**src/rtl/proc.sv**
```systemverilog
// Systolic-ring processing element: acc += (a * xr) >>> FRAC each cycle, xr <= x.
// Optional PROC_SAT_EN clamps the accumulator to the signed WIDTH range and adds a sat flag.
module proc #(
  parameter int WIDTH = 16,
  parameter int FRAC  = 0
) (
  input  logic             clk,
  input  logic             reset,
  input  logic [WIDTH-1:0] x,
  input  logic [WIDTH-1:0] x_init,
  input  logic [WIDTH-1:0] a,
  output logic [WIDTH-1:0] y
`ifdef PROC_SAT_EN
  ,
  output logic             sat
`endif
);

  logic signed [WIDTH-1:0]   xr;
  logic signed [WIDTH-1:0]   acc;
  logic signed [WIDTH-1:0]   acc_next;
  logic signed [2*WIDTH-1:0] prod;
  logic signed [2*WIDTH-1:0] prod_sh;

  always_comb begin
    prod    = $signed(a) * xr;
    prod_sh = prod >>> FRAC;
  end

`ifdef PROC_SAT_EN
  logic signed [2*WIDTH:0] sum_f;
  logic signed [2*WIDTH:0] max_v;
  logic signed [2*WIDTH:0] min_v;
  logic                    sat_next;

  always_comb begin
    max_v    = $signed({{(WIDTH+2){1'b0}}, {(WIDTH-1){1'b1}}});
    min_v    = ~max_v;
    sum_f    = $signed({{(WIDTH+1){acc[WIDTH-1]}}, acc})
             + $signed({prod_sh[2*WIDTH-1], prod_sh});
    sat_next = 1'b0;
    acc_next = sum_f[WIDTH-1:0];
    if (sum_f > max_v) begin
      acc_next = $signed({1'b0, {(WIDTH-1){1'b1}}});
      sat_next = 1'b1;
    end else if (sum_f < min_v) begin
      acc_next = $signed({1'b1, {(WIDTH-1){1'b0}}});
      sat_next = 1'b1;
    end
  end
`else
  // Only the low WIDTH bits of the shifted product reach a wrapping accumulator.
  logic unused_prod_hi;
  assign unused_prod_hi = ^prod_sh[2*WIDTH-1:WIDTH];

  always_comb begin
    acc_next = acc + prod_sh[WIDTH-1:0];
  end
`endif

  always_ff @(posedge clk) begin
    if (reset) begin
      xr  <= x_init;
      acc <= '0;
`ifdef PROC_SAT_EN
      sat <= 1'b0;
`endif
    end else begin
      xr  <= x;
      acc <= acc_next;
`ifdef PROC_SAT_EN
      sat <= sat_next;
`endif
    end
  end

  assign y = acc;

endmodule

```
**config.mk**
```make
export PLATFORM = sky130hd
export DESIGN_NAME = proc
export DESIGN_NICKNAME = d
export VERILOG_FILES = /design/src/rtl/proc.sv
export SDC_FILE = /design/constraint.sdc
export NUM_CORES = 1
export LEC_CHECK = 0
export BUFFER_PORTS_ARGS = -buffer_cell sky130_fd_sc_hd__buf_2
export CAP_MARGIN = 20
export CORE_MARGIN = 5
export CORE_UTILIZATION = 55
export CTS_CLUSTER_SIZE = 28
export DETAILED_ROUTE_END_ITERATION = 12
export PLACE_DENSITY_LB_ADDON = 0.05
export SETUP_SLACK_MARGIN = 0.02
export SYNTH_ARGS = -nofsm -noshare
export SYNTH_HDL_FRONTEND = slang
export SYNTH_SLANG_ARGS = --single-unit
```
**constraint.sdc**
```tcl
create_clock -name clk -period 5.3 [get_ports clk]
set_input_delay 0.795 -clock clk [delete_from_list [all_inputs] [get_ports clk]]
set_output_delay 0.795 -clock clk [all_outputs]
set_load 0.02 [all_outputs]
```
==> Word level (Yosys, flattened, before mapping) <==
Index checks and enable logic that the tools add are counted.
W data, S select, Z words.
{ "totals": {"ff_bits": 32, "inputBits": 50, "output_inout_bits": 16, "elab_cells": 5} }
{ "op_classes": {"n_addsub": 1, "multipliers": 1, "n_mux": 1} }
{ "op_table": {"columns": ["op", "n"], "rows": [
  ["$add A16 B16 Y16", 1],
  ["$mul A16 B16 Y16", 1],
  ["$mux W16", 1]
]} }

==> Logic depth before layout (Yosys ltp) <==
Gate-level depths: netlist (run 1).
{ "logic_depth": {"ltp_word": 2, "depth_mapped": 22, "ltp_nobuf": 21} }

==> Worst setup path before layout (run 1) <==
No wires, ideal clock.
{ "synth_timing": {"kind": "input port to flip-flop", "from": "in a[5]", "to": "reg acc[15] (netlist: y[15])", "setup_ps": 115, "t_arrival_ps": 5510, "required_ps": 5185, "setup_slack_ps": -325, "cell_stages": 22, "path_buffers": 1, "cell_sequence": "clkbuf_1 and2_1 fa_1 inv_1 fa_1 inv_1 fa_1 inv_1 fa_1 inv_1 fa_1 inv_1 fa_1 inv_1 ha_1 a21o_1 a21o_1 a21oi_1 nor2b_1 a211oi_1 xnor2_1 nor2_1"} }
{ "synth_via": {"elab_chain_len": 2} }
{ "synth_rtl": {"columns": ["element", "line", "source"], "rows": [
  ["start, declared", "11", "input logic [WIDTH-1:0] a,"],
  ["$mul A16 B16 Y16", "26", "prod = $signed(a) * xr;"],
  ["$add A16 B16 Y16", "57", "acc_next = acc + prod_sh[WIDTH-1:0];"],
  ["end signal, assigned", "70", "acc <= acc_next;"],
  ["end, declared", "20", "logic signed [WIDTH-1:0] acc;"]
]} }
No other way between the ends.
A chain may end at the register's enable or synchronous reset.

==> Worst setup path after layout (run 1) <==
{ "layout_timing": {"from": "in a[8]", "to": "reg acc[15] (netlist: y[15])"} }
The elaborated chain is that of the path after synthesis.

==> run summary, run 1 <==
hold path depth: 2
Die Y-Extent: 111.4 microns
number of fill cells: 872
slack of the worst reg-to-reg path: 130 ps
worst path required time: 5480 ps
CTS buffer count: 5
worst-path fanout max: 5
Post-synth top cells: inv_1, fa_1, and2_1
post-synthesis sequential area ratio: 11.32%
CP Launch Type: input pin
first-pass GRT wire length: 21980 microns
Clock Root Buffer: clkbuf_8
Synth Register Bits: 32
Critical R2R Launch: xr[4]
Chip Width: 111.4 microns
ys async rst share: 0%
synthesized area: 5658 sq um
RSZ-0062 raised after global routing: yes
f_max: 188.3 MHz
FF-to-FF path depth: 21
IO Pins: 66
FP Rows: 37
First-pass DRT Iterations: 4
ranking of synthesized cells by area: fa_1, ha_1, dfxtp_1
final hold vios: 0
fin nets: 931
min Tclk post-route: 5309 ps
max-cap violation count: 0
CTS tree: built
Initial Utilization: 55.55%
CP startpoint: a[8]
Area growth, synth to finish: 17.80%
Post-synth EDFFs: 0
Slowest-stage cell, CP: fa_1
H-Tree Depth: 2
FF+latch area: 641.9 sq um
Syn Area/Cell: 9.082 sq um
Hold Crit Start: y[0]
Final Setup Violations: 1
Final Cycle Share: 100.2%
Critical Path AT: 5490 ps
Syn Inst Count: 623
CP max stage delay: 540 ps
drt initial violations: 157
antenna violations before repair: 0
Worst Hold End: y[0]
Worst Setup End Kind: flop
final setup TNS: -9.323 ps
largest net degree at the start of global routing: 35
via count: 4156
Setup CP Type: input pin to flop
worst-skew pair later-pin latency: 310 ps
worst slew pin tran: 759.8 ps
kind of cell adding the most delay to the critical path: adder cells
Netlist cell types: 33
Routed Antenna Nets: 0
Sink Count: 32
DR vias/cell: 4.838
most numerous cell in the Yosys netlist: inv_1
Worst-path clk slew: 100 ps
most used cell along the critical path: fa_1
Detail Placement HPWL: 11200 microns
Worst Skew: 19.74 ps
Total GRT Usage: 22.35%
R2R Path End: y[15]
vias in the first global route: 4586
cts hold-fix bufs: 0
cell taking the most area after synthesis: fa_1
Final WS setup: -9.323 ps
Slew HR: 49.35%
antenna cells: 0
top_reg_cell synth: dfxtp_1
fin. max-slew vios: 0
CP Buf/Inv Count: 7
status: finished, violations left
Residual DRC: 0
total routed wirelength: 13050 microns
DR WL/cell: 15.19 microns
CORE AREA: 10180 sq um
I/O Buffers: 65
CP cell instances: buf_8, and2_4, fa_1, inv_2, fa_1, inv_1, fa_1, inv_1, fa_1, inv_1, fa_1, inv_2, fa_1, inv_2, ha_4, a21o_1, a21o_1, a21oi_2, nor2b_1, a211oi_2, xnor2_1, nor2_1
share of cells above drive strength 1: 22.13%
Yosys top cell area share: 32.91%
Hold/Removal Path Class: flop to flop
Routability Congestion: 0.8832
yosys warns: 0
Synthesized Nets: 832
failing checks: negative setup slack
GRT Residual Overflow: 0
CTS Buffer Depth: 2
die area: 12420 sq um
area of the multi-input gates: 4389 sq um
==> repair_timing <==
item	CTS	global route
setup buffers	0	1
setup endpoints to repair	1	4
pin swaps	1	6
resized for setup	1	24
==> kinds of logic after synthesis <==
logic type | after synthesis | share of synthesized area, %
flip-flops | 32 | 11.32
XOR/XNOR | 40 | 6.811
buffers and inverters | 184 | 12.54
multiplexers | 16 | 3.184
adder cells (fa/ha/maj) | 159 | 47.50
AND/OR/NAND/NOR | 166 | 15.68
AO/OA/AOI/OAI | 26 | 2.963
==> metal layers <==
layer  up-vias  wire length, microns  global-route usage (%)
li1       2017                     -                       -
met1      2003                  5811                   30.38
met2       114                  6002                   36.75
met3        22                   825                   4.511
met4         0                   405                   5.839
met5         -                     0                       0
==> layout by cell type (no fill, tap or decap), types with 2 or more instances in the layout <==
cell type and n:
nor3_1 4, ha_4 3, buf_12 2, nor2b_1 8, inv_2 3, and2_1 71, nand2_1 52, xnor3_1 2
inv_1 164, clkbuf_4 2, nand2b_1 3, buf_4 43, ha_1 62, buf_2 59, a21oi_2 2, o21a_1 3
o21ai_0 4, xnor2_1 27, a21o_1 5, fa_1 93, buf_6 2, mux2_2 16, nor2_1 11, dfxtp_1 31
and2_2 7, a21oi_1 5, and2_4 6, clkbuf_8 7, xor2_1 10
==> worst min-delay path: stages, from the launching register on <==
cell and delay [ps]:
dfxtp_1 340, ha_1 120, nor2b_1 110
==> worst max-delay path by stage <==
stage / slack (ps) / to / cells past startpoint
after CTS: -30 / y[15] / 22
final: -9 / y[15] / 22
after global placement: -310 / y[15] / 22
after detailed placement: -360 / y[15] / 22
after floorplan: -50 / y[15] / 22
after global routing: -180 / y[15] / 22
==> metrics by stage <==
step | cells | hold slack [ps] | instance area (sq um) | setup WS [ps] | util (%)
CTS | 858 | 614.8 | 6570 | -26.55 | 64.51
floorplan | 623 | 714.4 | 5690 | -54.59 | -
detailed placement | 850 | 596.6 | 6441 | -355.4 | 63.24
global route | 859 | 659.1 | 6665 | -184.7 | 65.44
global placement | 850 | 577.5 | 6441 | -310.1 | 63.24
finish | 859 | 603.0 | 6665 | -9.323 | 65.44
==> area by class of cell <==
type                    count  area share [%]
well taps                 136           2.553
clock buffers               7           1.445
clock inverters             1          0.4505
inverters                 167           9.405
repair buffers            109           10.66
flip-flops and latches     32           9.630
multi-input cells         407           65.85
==> registers in the layout (all words and copies together) (netlist names) <==
register,flops
y,16
xr,16
Power of run 1 is left out: the tool's default activity adds up to more than one toggle a clock period on the data nets, which glitch-free logic cannot reach.
==> run 2: changes to the inputs <==
--- a/config.mk
+++ b/config.mk
@@ -11,7 +11,7 @@
 export CORE_UTILIZATION = 55
 export CTS_CLUSTER_SIZE = 28
 export DETAILED_ROUTE_END_ITERATION = 12
-export PLACE_DENSITY_LB_ADDON = 0.05
+export PLACE_DENSITY = 0.89
 export SETUP_SLACK_MARGIN = 0.02
 export SYNTH_ARGS = -nofsm -noshare
 export SYNTH_HDL_FRONTEND = slang
==> run summary, run 2 (synthesized netlist as in run 1, its figures left out) <==
status: finished, violations left
failing checks: negative setup slack
GRT Residual Overflow: 0 (unchanged)
I/O Buffers: 65 (unchanged)
GR peak layer: met2
Hold Crit Start: y[0]
Worst Skew: 17.44 ps (-2.303 ps)
CTS buffer count: 5 (unchanged)
kind of cell adding the most delay to the critical path: adder cells
CP startpoint: a[8]
vias in the first global route: 5029 (+9.7%)
via count: 4453 (+7.1%)
Clock Root Buffer: clkbuf_8
CP Launch Type: input pin
area of the multi-input gates: 4403 sq um (+0.31%)
FP Rows: 37 (unchanged)
f_max: 186.3 MHz (-1.1%)
met3 GRT Util: 5.000% (+0.49 points)
CP Buf/Inv Count: 7 (unchanged)
First-pass DRT Iterations: 5 (+1)
most common cell after layout, fill and taps aside: inv_1
Residual DRC: 0 (unchanged)
Routability Congestion: 0.9827 (+11%)
worst-path fanout max: 5 (unchanged)
final hold vios: 0 (unchanged)
final setup TNS: -177.5 ps (-168.2 ps)
slack of the worst reg-to-reg path: -10 ps (-140 ps)
most used cell along the critical path: fa_1
antenna cells: 0 (unchanged)
fin area: 6569 sq um (-1.4%)
RSZ-0062 raised after global routing: yes
CTS Buffer Depth: 2 (unchanged)
CORE AREA: 10180 sq um (unchanged)
Die Y-Extent: 111.4 microns (unchanged)
Setup CP Type: input pin to flop
worst-skew pair later-pin latency: 320 ps (about the same)
commonest cells after routing, fill and taps aside: inv_1, fa_1, and2_1
Total GRT Usage: 23.41% (+1.1 points)
placed cell areas: 6346 sq um (-1.5%)
total routed wirelength: 14480 microns (+11%)
H-Tree Depth: 2 (unchanged)
Initial Utilization: 55.55% (unchanged)
placed insts: 839 (-1.3%)
IO Pins: 66 (unchanged)
share of cells above drive strength 1: 21.54% (-0.59 points)
max-cap violation count: 0 (unchanged)
DR vias/cell: 5.233 (+8.2%)
worst path required time: 5470 ps (about the same)
CTS tree: built
Final Cycle Share: 101.3% (+1.1 points)
Final WS setup: -67.99 ps (-58.66 ps)
CP cell instances: buf_8, and2_4, fa_1, inv_2, fa_1, inv_1, fa_1, inv_2, fa_1, inv_1, fa_1, inv_1, fa_1, inv_2, ha_4, a21o_1, a21o_1, a21oi_2, nor2b_1, a211oi_2, xnor2_1, nor2_1
min Tclk post-route: 5368 ps (+58.66 ps)
CP max stage delay: 550 ps (about the same)
Critical Path AT: 5540 ps (+50 ps)
first-pass GRT wire length: 23230 microns (+5.7%)
Routed Antenna Nets: 0 (unchanged)
cts hold-fix bufs: 0 (unchanged)
die area: 12420 sq um (unchanged)
Detail Placement HPWL: 11890 microns (+6.2%)
Critical R2R Launch: xr[6]
fin nets: 923 (-0.86%)
Worst Setup End Kind: flop
FF+latch area: 640.6 sq um (-0.20%)
Slowest-stage cell, CP: fa_1
Final Setup Violations: 3 (+2)
Worst-path clk slew: 80 ps (-20 ps)
GRT met2 Usage: 40.53% (+3.8 points)
drt initial violations: 318 (+100%)
Slew HR: 51.81% (+2.5 points)
fin. max-slew vios: 0 (unchanged)
worst slew pin tran: 722.9 ps (-36.91 ps)
number of fill cells: 800 (-8.3%)
worst hold margin: 636.4 ps (+33.41 ps)
antenna violations before repair: 0 (unchanged)
Sink Count: 32 (unchanged)
Hold/Removal Path Class: flop to flop
Area growth, synth to finish: 16.10%
Chip Width: 111.4 microns (unchanged)
M1 GR Usage: 28.94% (-1.4 points)
fin cells: 851 (-0.93%)
DR WL/cell: 17.02 microns (+12%)
largest net degree at the start of global routing: 35 (unchanged)
run 2: timing repair:
| item | CTS | global route |
|---|---|---|
| setup buffers | 2 | 2 |
| setup endpoints to repair | 2 | 6 |
| gates resized for setup | 11 | 16 |
| pin swaps | 1 | 14 |
run 2: path summary, 6_finish.rpt:
kind,endpoint,cells past startpoint
worst min-delay path,y[0],2
worst max register to register,y[15],21
worst max-delay path,y[15],22
worst min register to register,y[0],2
run 2: metal layers:
metal / vias to the layer above / routed length [microns]
met3: 47 / 1291
met4: 0 / 384
met5: - / 0
li1: 2007 / -
met2: 231 / 7375
met1: 2168 / 5431
run 2: tightest hold or removal path, stage by stage (launching register included):
cell and delay (ps):
dfxtp_1 350, ha_1 130, nor2b_1 120
run 2: layout make-up:
type / instances / area share (%)
Clock buffer: 5 / 1.048
Clock inverter: 3 / 0.3619
Inverter: 167 / 9.543
Multi-Input combinational cell: 407 / 67.03
Sequential cell: 32 / 9.752
Tap cell: 136 / 2.590
Timing Repair Buffer: 101 / 9.676
run 2: stage by stage:
stage | utilization, % | setup WS, ps
after floorplan | - | -54.59
after global placement | 62.31 | -337.7
after detailed placement | 62.31 | -385.8
after CTS | 63.61 | 4.288
after global routing | 64.50 | -277.3
final | 64.50 | -67.99
Power of run 2 is left out for the same reason.
==> run 3: changes to the inputs <==
--- a/config.mk
+++ b/config.mk
@@ -11,7 +11,7 @@
 export CORE_UTILIZATION = 55
 export CTS_CLUSTER_SIZE = 28
 export DETAILED_ROUTE_END_ITERATION = 12
-export PLACE_DENSITY = 0.89
+export PLACE_DENSITY = 0.87
 export SETUP_SLACK_MARGIN = 0.02
 export SYNTH_ARGS = -nofsm -noshare
 export SYNTH_HDL_FRONTEND = slang
==> run summary, run 3 (synthesized netlist as in run 1, its figures left out) <==
placed cell areas: 6369 sq um (+0.35%)
drt initial violations: 266 (-16%)
DR WL/cell: 16.94 microns (-0.45%)
I/O Buffers: 65 (unchanged)
Final Setup Violations: 2 (-1)
largest net degree at the start of global routing: 35 (unchanged)
First-pass DRT Iterations: 4 (-1)
FP Rows: 37 (unchanged)
Hold/Removal Path Class: flop to flop
Initial Utilization: 55.55% (unchanged)
Sink Count: 32 (unchanged)
Routability Congestion: 0.9624 (-2.1%)
final setup TNS: -181.5 ps (-4.020 ps)
worst-path fanout max: 5 (unchanged)
Slew HR: 52.08% (+0.27 points)
status: finished, violations left
CTS buffer count: 5 (unchanged)
Final Cycle Share: 102.4% (+1.1 points)
fin nets: 923 (unchanged)
CP startpoint: a[7]
Final Util: 64.83% (+0.33 points)
total routed wirelength: 14420 microns (-0.45%)
H-Tree Depth: 2 (unchanged)
RSZ-0062 raised after global routing: yes
f_max: 184.2 MHz (-1.1%)
Total GRT Usage: 23.60% (+0.19 points)
Worst Setup End Kind: flop
Worst-path clk slew: 80 ps (about the same)
CTS Buffer Depth: 2 (unchanged)
worst slew pin tran: 718.8 ps (-4.014 ps)
Worst Skew: 12.89 ps (-4.549 ps)
Critical R2R Launch: xr[3]
Chip Width: 111.4 microns (unchanged)
antenna cells: 0 (unchanged)
antenna violations before repair: 0 (unchanged)
worst-skew pair later-pin latency: 300 ps (-20 ps)
Residual DRC: 0 (unchanged)
Routed Antenna Nets: 0 (unchanged)
CP Launch Type: input pin
commonest cells after routing, fill and taps aside: inv_1, fa_1, and2_1
IO Pins: 66 (unchanged)
fin. max-slew vios: 0 (unchanged)
Area growth, synth to finish: 16.70%
failing checks: negative setup slack
Final WS setup: -128.9 ps (-60.89 ps)
Critical Path AT: 5640 ps (+100 ps)
min Tclk post-route: 5429 ps (+60.89 ps)
CTS tree: built
max-cap violation count: 0 (unchanged)
vias in the first global route: 5110 (+1.6%)
die area: 12420 sq um (unchanged)
GRT Residual Overflow: 0 (unchanged)
fin area: 6603 sq um (+0.51%)
DR vias/cell: 5.181 (-0.99%)
cts hold-fix bufs: 0 (unchanged)
Die Y-Extent: 111.4 microns (unchanged)
Setup CP Type: input pin to flop
CORE AREA: 10180 sq um (unchanged)
via count: 4409 (-0.99%)
Detail Placement HPWL: 11880 microns (about the same)
first-pass GRT wire length: 23790 microns (+2.4%)
worst path required time: 5510 ps (+40 ps)
Hold Crit Start: y[0]
most common cell after layout, fill and taps aside: inv_1
share of cells above drive strength 1: 21.82% (+0.28 points)
Clock Root Buffer: clkbuf_8
final hold vios: 0 (unchanged)
-- run 3: cell type report --
| type | instances | area [sq um] |
|---|---|---|
| clock buffers | 7 | 96.34 |
| clock inverters | 1 | 30.03 |
| fillers | 797 | 3582 |
| inverters | 167 | 626.9 |
| multi-input cells | 407 | 4414 |
| flip-flops and latches | 32 | 640.6 |
| well taps | 136 | 170.2 |
| repair buffers | 101 | 624.3 |
-- run 3: routing by layer --
metal  share of wire, %  GRT usage [%]
met1                 37          29.89
met2                 50          40.93
met3                 10          4.511
met4                2.4          7.299
met5                  0              0
-- run 3: stage by stage --
stage	std cells	hold WS (ps)	setup slack, ps
after CTS	850	618.9	-31.41
after detailed placement	842	600.4	-386.8
final	851	613.7	-128.9
after global routing	851	690.5	-257.2
after global placement	842	572.1	-333.6
after floorplan	623	714.4	-54.59
-- run 3: path summary, 6_finish.rpt --
check               end  slack [ps]  depth (start not counted)
setup / recovery  y[14]        -130                         17
hold / removal     y[0]         610                          2
setup reg to reg  y[14]           0                         17
hold reg to reg    y[0]         610                          2
-- run 3: worst max-delay path: stages --
cell       delay (ps)
buf_2             150
buf_4             160
nand2_1           110
fa_1              560
inv_1              50
fa_1              520
inv_1              70
fa_1              570
fa_1              430
fa_1              460
fa_1              490
inv_1              40
ha_1              300
buf_4             160
nor3_1            430
a31oi_1           180
o2111ai_1         150
-- run 3: what timing repair did --
action / in CTS / in global routing
gates resized for setup: 10 / 17
pin swaps: 4 / 9
buffers inserted: 0 / 1
endpoints found under the setup margin: 4 / 6
Power of run 3 is left out for the same reason.
